[src/rtl/seq_detect_prog_pkg.sv]
`default_nettype none
// ============================================================================
//  Module   : seq_detect_prog_pkg
//  Brief    : Shared FSM state encoding and length constants for the
//             programmable serial sequence detector.
//  Revision : 1.0  initial release
// ============================================================================
package seq_detect_prog_pkg;

  // Detector configuration state: no valid pattern loaded, or actively matching
  typedef enum logic [0:0] {
    ST_IDLE = 1'b0,
    ST_RUN  = 1'b1
  } state_e;

  // Shortest pattern the detector accepts
  localparam int C_MIN_LEN = 2;

  // A length is legal when it lies within [C_MIN_LEN, max_len]
  function automatic logic len_legal(input int len, input int max_len);
    return (len >= C_MIN_LEN) && (len <= max_len);
  endfunction

endpackage : seq_detect_prog_pkg
`default_nettype wire

[src/rtl/seq_detect_prog_sat_counter.sv]
`default_nettype none
// ============================================================================
//  Module   : sat_counter
//  Brief    : W-bit up-counter with synchronous clear that holds at all-ones.
//             Clear has priority over increment.
//  Revision : 1.0  initial release
// ============================================================================
module sat_counter #(
  parameter int W = 8
) (
  input  logic         clk,
  input  logic         rst,
  input  logic         clr,
  input  logic         inc,
  output logic [W-1:0] q
);

  logic [W-1:0] q_q;
  logic [W-1:0] q_d;

  // Next count: clear wins, otherwise step unless already saturated
  always_comb begin
    q_d = q_q;
    if (clr) begin
      q_d = '0;
    end else if (inc && (q_q != {W{1'b1}})) begin
      q_d = q_q + W'(1);
    end
  end

  // Count register with asynchronous active-low reset
  always_ff @(posedge clk or negedge rst) begin
    if (!rst) begin
      q_q <= '0;
    end else begin
      q_q <= q_d;
    end
  end

  assign q = q_q;

endmodule : sat_counter
`default_nettype wire

[src/rtl/seq_detect_prog.sv]
`default_nettype none
// ============================================================================
//  Module   : seq_detect_prog
//  Brief    : Runtime-programmable serial pattern detector. Supports pattern
//             lengths 2..MAX_LEN, overlapping / non-overlapping detection and
//             Mealy (same-cycle) or Moore (one-cycle-late) match reporting,
//             with a saturating detection counter.
//  Revision : 1.0  initial release
// ============================================================================
module seq_detect_prog
  import seq_detect_prog_pkg::*;
#(
  parameter int  MAX_LEN = 8,
  parameter int  CNT_W   = 8,
  localparam int LEN_W   = $clog2(MAX_LEN + 1)
) (
  input  logic               clk,
  input  logic               rst,
  input  logic               en,
  input  logic               din,
  input  logic               cfg_load,
  input  logic [MAX_LEN-1:0] cfg_pattern,
  input  logic [LEN_W-1:0]   cfg_len,
  input  logic               cfg_overlap,
  input  logic               cfg_moore,
  output logic               match,
  output logic [CNT_W-1:0]   match_cnt,
  output logic               cfg_err
);

  // Fill counter saturates once the whole history window holds valid bits
  localparam logic [LEN_W-1:0] C_FILL_MAX = LEN_W'(MAX_LEN);

  // Control state and latched configuration
  state_e             state_q, state_d;
  logic [MAX_LEN-1:0] pat_q,   pat_d;
  logic [LEN_W-1:0]   len_q,   len_d;
  logic               ovl_q,   ovl_d;
  logic               moore_q, moore_d;
  logic               err_q,   err_d;

  // Datapath: received-bit history, valid-bit count, registered hit
  logic [MAX_LEN-1:0] hist_q,  hist_d;
  logic [LEN_W-1:0]   fill_q,  fill_d;
  logic               mhit_q,  mhit_d;

  // Combinational match evaluation
  logic [MAX_LEN-1:0] w_cand;
  logic [MAX_LEN-1:0] w_mask;
  logic               w_len_ok;
  logic               w_filled;
  logic               w_hit;

  // The oldest history bit is only ever shifted out, never compared:
  // a len-bit pattern needs len-1 stored bits plus the live din.
  logic               w_unused_hist_msb;
  assign w_unused_hist_msb = hist_q[MAX_LEN-1];

  assign w_len_ok = len_legal(int'(cfg_len), MAX_LEN);

  // In RUN, len_q >= 2, so len_q-1 never underflows
  assign w_filled = (fill_q >= (len_q - LEN_W'(1)));

  // Hit detection: newest len bits (history + live din) against the pattern
  always_comb begin
    w_cand = {hist_q[MAX_LEN-2:0], din};
    w_mask = '0;
    for (int i = 0; i < MAX_LEN; i++) begin
      w_mask[i] = (i < int'(len_q));
    end
    w_hit = (state_q == ST_RUN) && en && !cfg_load && w_filled &&
            (((w_cand ^ pat_q) & w_mask) == '0);
  end

  // Mealy reports the live hit, Moore the registered one; IDLE forces 0
  assign match = (state_q == ST_RUN) && (moore_q ? mhit_q : w_hit);

  // Next-state: configuration capture has priority over bit consumption
  always_comb begin
    state_d = state_q;
    pat_d   = pat_q;
    len_d   = len_q;
    ovl_d   = ovl_q;
    moore_d = moore_q;
    err_d   = err_q;
    hist_d  = hist_q;
    fill_d  = fill_q;
    mhit_d  = w_hit;

    if (cfg_load) begin
      hist_d = '0;
      fill_d = '0;
      if (w_len_ok) begin
        state_d = ST_RUN;
        pat_d   = cfg_pattern;
        len_d   = cfg_len;
        ovl_d   = cfg_overlap;
        moore_d = cfg_moore;
        err_d   = 1'b0;
      end else begin
        // Illegal length: drop any previous configuration entirely
        state_d = ST_IDLE;
        pat_d   = '0;
        len_d   = '0;
        ovl_d   = 1'b0;
        moore_d = 1'b0;
        err_d   = 1'b1;
      end
    end else if ((state_q == ST_RUN) && en) begin
      hist_d = w_cand;
      if (w_hit && !ovl_q) begin
        // Non-overlapping: bits of this detection may not seed the next one
        fill_d = '0;
      end else if (fill_q != C_FILL_MAX) begin
        fill_d = fill_q + LEN_W'(1);
      end
    end
  end

  // State and datapath registers with asynchronous active-low reset
  always_ff @(posedge clk or negedge rst) begin
    if (!rst) begin
      state_q <= ST_IDLE;
      pat_q   <= '0;
      len_q   <= '0;
      ovl_q   <= 1'b0;
      moore_q <= 1'b0;
      err_q   <= 1'b0;
      hist_q  <= '0;
      fill_q  <= '0;
      mhit_q  <= 1'b0;
    end else begin
      state_q <= state_d;
      pat_q   <= pat_d;
      len_q   <= len_d;
      ovl_q   <= ovl_d;
      moore_q <= moore_d;
      err_q   <= err_d;
      hist_q  <= hist_d;
      fill_q  <= fill_d;
      mhit_q  <= mhit_d;
    end
  end

  assign cfg_err = err_q;

  // Detection counter, cleared by every configuration load
  sat_counter #(
    .W (CNT_W)
  ) u_match_cnt (
    .clk (clk),
    .rst (rst),
    .clr (cfg_load),
    .inc (w_hit),
    .q   (match_cnt)
  );

endmodule : seq_detect_prog
`default_nettype wire

[config.mk]
export PLATFORM = sky130hd
export DESIGN_NAME = seq_detect_prog
export DESIGN_NICKNAME = d
export VERILOG_FILES = /design/src/rtl/seq_detect_prog_pkg.sv /design/src/rtl/seq_detect_prog_sat_counter.sv /design/src/rtl/seq_detect_prog.sv
export SDC_FILE = /design/constraint.sdc
export NUM_CORES = 1
export LEC_CHECK = 0
export CORE_MARGIN = 5
export CORE_UTILIZATION = 25
export DETAILED_ROUTE_END_ITERATION = 10
export MAX_ROUTING_LAYER = met4
export PLACE_DENSITY = 0.41
export SLEW_MARGIN = 15
export SYNTH_ARGS = -nofsm -noshare
export SYNTH_HDL_FRONTEND = slang
export SYNTH_HIERARCHICAL = 1
export SYNTH_SLANG_ARGS = --single-unit
[constraint.sdc]
create_clock -name clk -period 4.2 [get_ports clk]
set_input_delay 1.26 -clock clk [delete_from_list [all_inputs] [get_ports clk]]
set_output_delay 1.26 -clock clk [all_outputs]
set_load 0.1 [all_outputs]
==> run summary, run 1 <==
status = finished clean
max-cap violation count = 0
leading area contributor after synthesis = dfrtp_1
CP max FO = 2
warnings from Yosys = 6
Syn Area/Cell = 9.45 um^2
layout cells sized above 1 = 0.0992
vias in the first global route = 1619
PwrDens = 305 nW/um^2
final worst path period share = 0.959
first-pass iteration count of the detailed router = 4
pin count of the biggest net entering global routing = 37
WP data required = 2.94 ns
Unique masters post-synth = 47
num rows = 32
fmax = 248 MHz
num ports = 29
DR vias = 1585
Synth Net Count = 239
Setup Fix Bufs, Post-CTS = 0
post-synthesis register bit count = 36
GRT overflow = 0
top-count cell post-synth = dfrtp_1
total clock sinks = 36
final hold vios = 0
Detail Route Antenna Nets = 0
DRC viols = 0
clock transition at the registers of the reported paths = 0.07 ns
antenna fix cells = 0
final setup fails = 0
crit end category = output pin
min-delay worst type = register to register
slowest stage cell, crit path = clkdlybuf4s50_1
DIE AREA = 9820 um^2
CTS tree = yes
total track usage = 0.108
RSZ-0062 raised after global routing = no
Reg area = 901 um^2
Initial Utilization = 0.257
Die X = 99.1 um
minimum clock period = 4.03 ns
CTS HTree Levels = 2
worst slew pin tran = 0.985 ns
clock insertion delay at the later pin of the skew report = 0.29 ns
startpoint types = input pin
hold_ws = 0.493 ns
Mapped Cells = 210
FFs w/ async S/R, synth = 1.00
first-pass GRT wire length = 8.28 mm
list of most frequent post-synthesis cells = 36 x dfrtp_1, 25 x nand2_1, 20 x nor2_1
CP peak stage delay = 0.44 ns
Area Overhead vs Synth = 25.8%
Iter 0 DRT Violations = 69
Arrival @ worst endpoint = 2.77 ns
routed len/inst = 14.1 um
max-slew violation count = 0
nets = 270
Main synth FF type = dfrtp_1
Die Y = 99.1 um
RePlAce Congestion = 0.736
Root Driver = clkbuf_8
Max VDD drop = 0.0953 mV
HPWL Detailed = 3.45 mm
initial antenna violation count = 0
vias per cell = 4.61
total CTS buffers = 5
Setup TNS = 0 ns
top-area cell type share of the netlist area = 0.454
Port Buf Inserts = 28
Clock Skew = 0.00958 ns
footprint of the multi-input gates = 1010 um^2
critical path type = input pin to output pin
CP Cell Sequence = clkdlybuf4s50_1 -> inv_2 -> o211a_1 -> o2111a_1 -> nand4_1 -> o21ai_2 -> and2_4 -> buf_12
P_leak = 1.10 nW
Clock Tree Buf Depth = 2
Area contributors post-synth = dfrtp_1 45%, ha_1 6.3%, mux2i_1 5.5%, nand2_1 4.7%, nor2_1 3.8%
sequential element share of the synthesized area = 0.454
number of flops mapped to enable cells by yosys = 0
CORE AREA = 7730 um^2
drt total wl = 4.86 mm
Fill cells = 817
post-synthesis instance area = 1980 um^2
Slew HR = 0.341
worst max-delay path: cells and delay by family:
| kind | cells | cell delay (ns) |
|---|---|---|
| buffers and inverters | 3 | 0.69 |
| AND/OR/NAND/NOR | 2 | 0.33 |
| AO/OA/AOI/OAI | 3 | 0.48 |
flip-flops by register name, summed over array words and instances, names as in the netlist:
| name | cells |
|---|---|
| cfg_err | 1 |
| len_q | 4 |
| moore_q | 1 |
| state_q | 1 |
| ovl_q | 1 |
| pat_q | 8 |
| mhit_q | 1 |
| u_match_cnt/q | 8 |
| fill_q | 4 |
| hist_q | 7 |
routing by layer:
metal  vias up  GRT usage  wire length, um
li1        788          -                -
met1       770      0.143             2460
met2        23      0.166             2210
met3         4     0.0281              140
met4         0     0.0252               42
met5         -          -                0
cells in the final DEF (no fill, tap or decap), types with 3 or more instances in the layout:
| master | instances |
|---|---|
| ha_1 | 10 |
| inv_1 | 10 |
| buf_4 | 5 |
| nor2_1 | 20 |
| dfrtp_1 | 36 |
| xor2_1 | 5 |
| nand3_1 | 4 |
| a21oi_1 | 14 |
| mux2i_1 | 11 |
| nand2_1 | 25 |
| clkbuf_8 | 6 |
| clkdlybuf4s50_1 | 25 |
| o21ai_0 | 11 |
| nand2b_1 | 4 |
| nor2b_1 | 3 |
| xnor2_1 | 6 |
| nor3_1 | 6 |
| nand3b_1 | 3 |
area by class of cell:
class / instances / area share
clock buffers: 8 / 0.0361
inverters: 11 / 0.0165
multi-input cells: 154 / 0.405
flip-flops and latches: 36 / 0.361
well taps: 102 / 0.0511
repair buffers: 33 / 0.130
per-stage QoR:
step	std cells	utilization	total power [mW]	setup slack (ns)	instance area (um^2)
floorplan	210	-	0.458	0.0478	1980
global placement	336	0.310	0.511	0.0393	2390
detailed placement	336	0.310	0.510	0.0127	2390
CTS	344	0.322	0.780	0.0162	2480
global route	344	0.323	0.813	0.0216	2500
finish	344	0.323	0.762	0.173	2500
cells by family (layout without fill, tap and decap cells):
group / after synthesis / after routing / synth area share
simple gates: 78 / 78 / 0.194
compound gates: 41 / 41 / 0.127
flops: 36 / 36 / 0.454
buf+inv: 20 / 52 / 0.0410
mux: 13 / 13 / 0.0668
fa+ha+maj: 11 / 11 / 0.0687
xor+xnor: 11 / 11 / 0.0485
power breakdown:
| part | internal, mW | leakage, nW | switching (mW) |
|---|---|---|---|
| registers | 0.363 | 0.482 | 0.0171 |
| clock network | 0.134 | 0.0455 | 0.127 |
| logic | 0.0536 | 0.572 | 0.0668 |
timing repair:
action | 4_1_cts | 5_1_grt
pin swaps | 0 | 2
resized for setup | 1 | 4
endpoints found under the hold margin | 0 | 0
hold buffers | 0 | 0
setup endpoints to repair | 1 | 1
worst paths after layout:
check / slack, ns / from / endpoint / cells after the start
min in group asynchronous: 1.07 / rst / len_q[2]$_DFFE_PN0P_ / 1
worst min register to register: 0.49 / cfg_err$_DFFE_PN0P_ / cfg_err$_DFFE_PN0P_ / 1
max in group asynchronous: 2.57 / rst / hist_q[5]$_DFFE_PN0P_ / 1
worst max register to register: 1.38 / len_q[1]$_DFFE_PN0P_ / u_match_cnt/q[7]$_DFFE_PN0P_ / 12
worst min-delay path: 0.49 / cfg_err$_DFFE_PN0P_ / cfg_err$_DFFE_PN0P_ / 1
worst max-delay path: 0.17 / cfg_load / match / 8
No activity file was read; power rests on OpenSTA's default activity.
==> run 2: changes to the inputs <==
- SKIP_CTS_REPAIR_TIMING: default -> 1
==> results of run 2 <==
No change in the layout: final DEF, timing and power equal those of run 1.
==> run 3: changes to the inputs <==
- ABC_AREA: default -> 1
- SLEW_MARGIN: 15 -> 20
==> run 3 against run 2 <==
Core utilization decreased by 0.085 points. First-iteration DRC count decreased by 10%. Worst hold slack improved by 0.010 ns. Die area increased by 7.6%.
==> run summary, run 3 <==
status = finished clean (unchanged)
first-pass iteration count of the detailed router = 4 (unchanged)
Reg area = 901 um^2 (unchanged)
most common cell after layout, fill and taps aside = nand2_1 (was dfrtp_1)
Initial Utilization = 0.259 (was 0.257)
Synth Net Count = 306 (was 239)
num rows = 33 (was 32)
Port Buf Inserts = 28 (unchanged)
final setup fails = 0 (unchanged)
Root Driver = clkbuf_8 (unchanged)
vias in the first global route = 1862 (was 1619)
HPWL Detailed = 3.93 mm (was 3.45 mm)
drt total wl = 5.30 mm (was 4.86 mm)
vias per cell = 4.39 (was 4.61)
Setup TNS = 0 ns (unchanged)
minimum clock period = 4.02 ns (was 4.03 ns)
DRC viols = 0 (unchanged)
post-route non-filler standard cell count = 416 (was 344)
leading area contributor after synthesis = dfrtp_1 (unchanged)
xor/xnor share of the synthesized area = 0.0163 (was 0.0485)
final hold vios = 0 (unchanged)
main combinational cell family by area after synthesis = simple AND/OR/NAND/NOR gates (unchanged)
antenna fix cells = 0 (unchanged)
pin count of the biggest net entering global routing = 37 (unchanged)
initial antenna violation count = 0 (unchanged)
simple-gate portion of the synthesized area = 0.304 (was 0.194)
top-area cell type share of the netlist area = 0.418 (was 0.454)
crit end category = output pin (unchanged)
final worst path period share = 0.957 (was 0.959)
post-place setup slack = 0.168 ns (was 0.0127 ns)
total CTS buffers = 5 (unchanged)
clock insertion delay at the later pin of the skew report = 0.29 ns (about the same)
PnR worst setup slack = 0.183 ns (was 0.173 ns)
max-slew violation count = 0 (unchanged)
min-delay worst type = register to register (unchanged)
top-count cell post-synth = nand2_1 (was dfrtp_1)
Iter 0 DRT Violations = 62 (was 69)
Area Overhead vs Synth = 24.2% (was 25.8%)
area fraction in compound gates after synthesis = 0.105 (was 0.127)
PwrDens = 335 nW/um^2 (was 305 nW/um^2)
Main synth FF type = dfrtp_1 (unchanged)
GRT overflow = 0 (unchanged)
Mapped Cells = 277 (was 210)
Post-Synth Adder-Cell Area = 0.0581 (was 0.0687)
fmax = 249 MHz (was 248 MHz)
routed len/inst = 12.8 um (was 14.1 um)
Fill cells = 882 (was 817)
P_leak = 1.25 nW (was 1.10 nW)
Final Cell Area = 2670 um^2 (was 2500 um^2)
nets = 339 (was 270)
Area contributors post-synth = dfrtp_1 42%, nand2_1 13%, inv_1 7.0%, nand3_1 6.3%, ha_1 5.8% (was dfrtp_1 45%, ha_1 6.3%, mux2i_1 5.5%, nand2_1 4.7%, nor2_1 3.8%)
Syn Area/Cell = 7.77 um^2 (was 9.45 um^2)
sequential element share of the synthesized area = 0.418 (was 0.454)
list of most frequent post-synthesis cells = 74 x nand2_1, 40 x inv_1, 36 x dfrtp_1 (was 36 x dfrtp_1, 25 x nand2_1, 20 x nor2_1)
CP max FO = 10 (was 2)
critical path type = input pin to output pin (unchanged)
Post-DP Area = 2560 um^2 (was 2390 um^2)
Unique masters post-synth = 31 (was 47)
Arrival @ worst endpoint = 2.76 ns (was 2.77 ns)
worst slew pin tran = 0.973 ns (was 0.985 ns)
startpoint types = input pin (unchanged)
post-synthesis instance area = 2150 um^2 (was 1980 um^2)
footprint of the multi-input gates = 1040 um^2 (was 1010 um^2)
max-cap violation count = 0 (unchanged)
Detail Route Antenna Nets = 0 (unchanged)
CTS HTree Levels = 2 (unchanged)
RePlAce Congestion = 0.816 (was 0.736)
number of flops mapped to enable cells by yosys = 0 (unchanged)
FFs w/ async S/R, synth = 1.00 (unchanged)
WP data required = 2.94 ns (about the same)
first-pass GRT wire length = 8.85 mm (was 8.28 mm)
Max VDD drop = 0.121 mV (was 0.0953 mV)
warnings from Yosys = 6 (unchanged)
CTS tree = yes (unchanged)
DIE AREA = 10600 um^2 (was 9820 um^2)
hold_ws = 0.504 ns (was 0.493 ns)
Die X = 103 um (was 99.1 um)
Clock Tree Buf Depth = 2 (unchanged)
DR vias = 1827 (was 1585)
Die Y = 103 um (was 99.1 um)
layout cells sized above 1 = 0.122 (was 0.0992)
CORE AREA = 8300 um^2 (was 7730 um^2)
RSZ-0062 raised after global routing = no (unchanged)
Clock Skew = 0.00637 ns (was 0.00958 ns)
num ports = 29 (unchanged)
commonest cells after routing, fill and taps aside = 74 x nand2_1, 40 x inv_1, 36 x dfrtp_1, 27 x nand3_1, 26 x clkdlybuf4s50_1 (was 36 x dfrtp_1, 25 x nand2_1, 25 x clkdlybuf4s50_1, 20 x nor2_1, 14 x a21oi_1)
clock transition at the registers of the reported paths = 0.08 ns (was 0.07 ns)
Placed Cells = 408 (was 336)
total clock sinks = 36 (unchanged)
post-synthesis register bit count = 36 (unchanged)
Slew HR = 0.349 (was 0.341)
mux cell area share after synthesis = 0 (was 0.0668)
total track usage = 0.112 (was 0.108)
run 3: area by class of cell:
cell class                      instances  share of cell area
Clock inverter                          3              0.0159
Timing Repair Buffer                   30               0.112
Clock buffer                            5              0.0257
Inverter                               45              0.0697
Multi-Input combinational cell        192               0.390
Sequential cell                        36               0.337
Tap cell                              105              0.0491
run 3: path summary, 6_finish.rpt:
kind,end,slack [ns],depth (start not counted),start
worst max-delay path,match,0.18,9,cfg_load
min in group asynchronous,pat_q[7]$_DFFE_PN0P_,1.07,1,rst
worst max register to register,u_match_cnt/q[7]$_DFFE_PN0P_,1.71,17,len_q[0]$_DFFE_PN0P_
worst min register to register,cfg_err$_DFFE_PN0P_,0.50,2,cfg_err$_DFFE_PN0P_
max in group asynchronous,u_match_cnt/q[3]$_DFFE_PN0P_,2.60,1,rst
worst min-delay path,cfg_err$_DFFE_PN0P_,0.50,2,cfg_err$_DFFE_PN0P_
run 3: critical path, stage by stage:
cell,delay (ns)
clkdlybuf4s50_1,0.52
clkinv_8,0.12
nand3_4,0.07
a21oi_2,0.13
nand2_2,0.08
nor2_4,0.10
nand2_2,0.09
a21oi_2,0.19
buf_12,0.19
run 3: power breakdown:
part	switching [mW]	internal, mW	total (mW)
logic	0.121	0.0709	0.192
registers	0.0236	0.369	0.393
clock network	0.135	0.176	0.311
total	0.280	0.616	0.896
run 3: stage by stage:
step,utilization,total power [mW]
6_report,0.322,0.896
5_1_grt,0.322,0.953
3_5_place_dp,0.309,0.595
2_1_floorplan,-,0.527
4_1_cts,0.322,0.913
3_3_place_gp,0.309,0.596
run 3: cells by family after synthesis:
family                     count (synthesis)
adders and majority gates                 10
DFF                                       36
and+or+nand+nor                          138
buffers and inverters                     49
xor gates and xnor gates                   4
AOI/OAI and AO/OA                         40
run 3: metal layers:
metal	up-vias	wire, um	share of wire	track usage
li1	947	-	-	-
met1	845	2630	0.50	0.145
met2	29	2400	0.45	0.173
met3	6	217	0.041	0.0318
met4	0	53	0.010	0.0299
met5	-	0	0	-
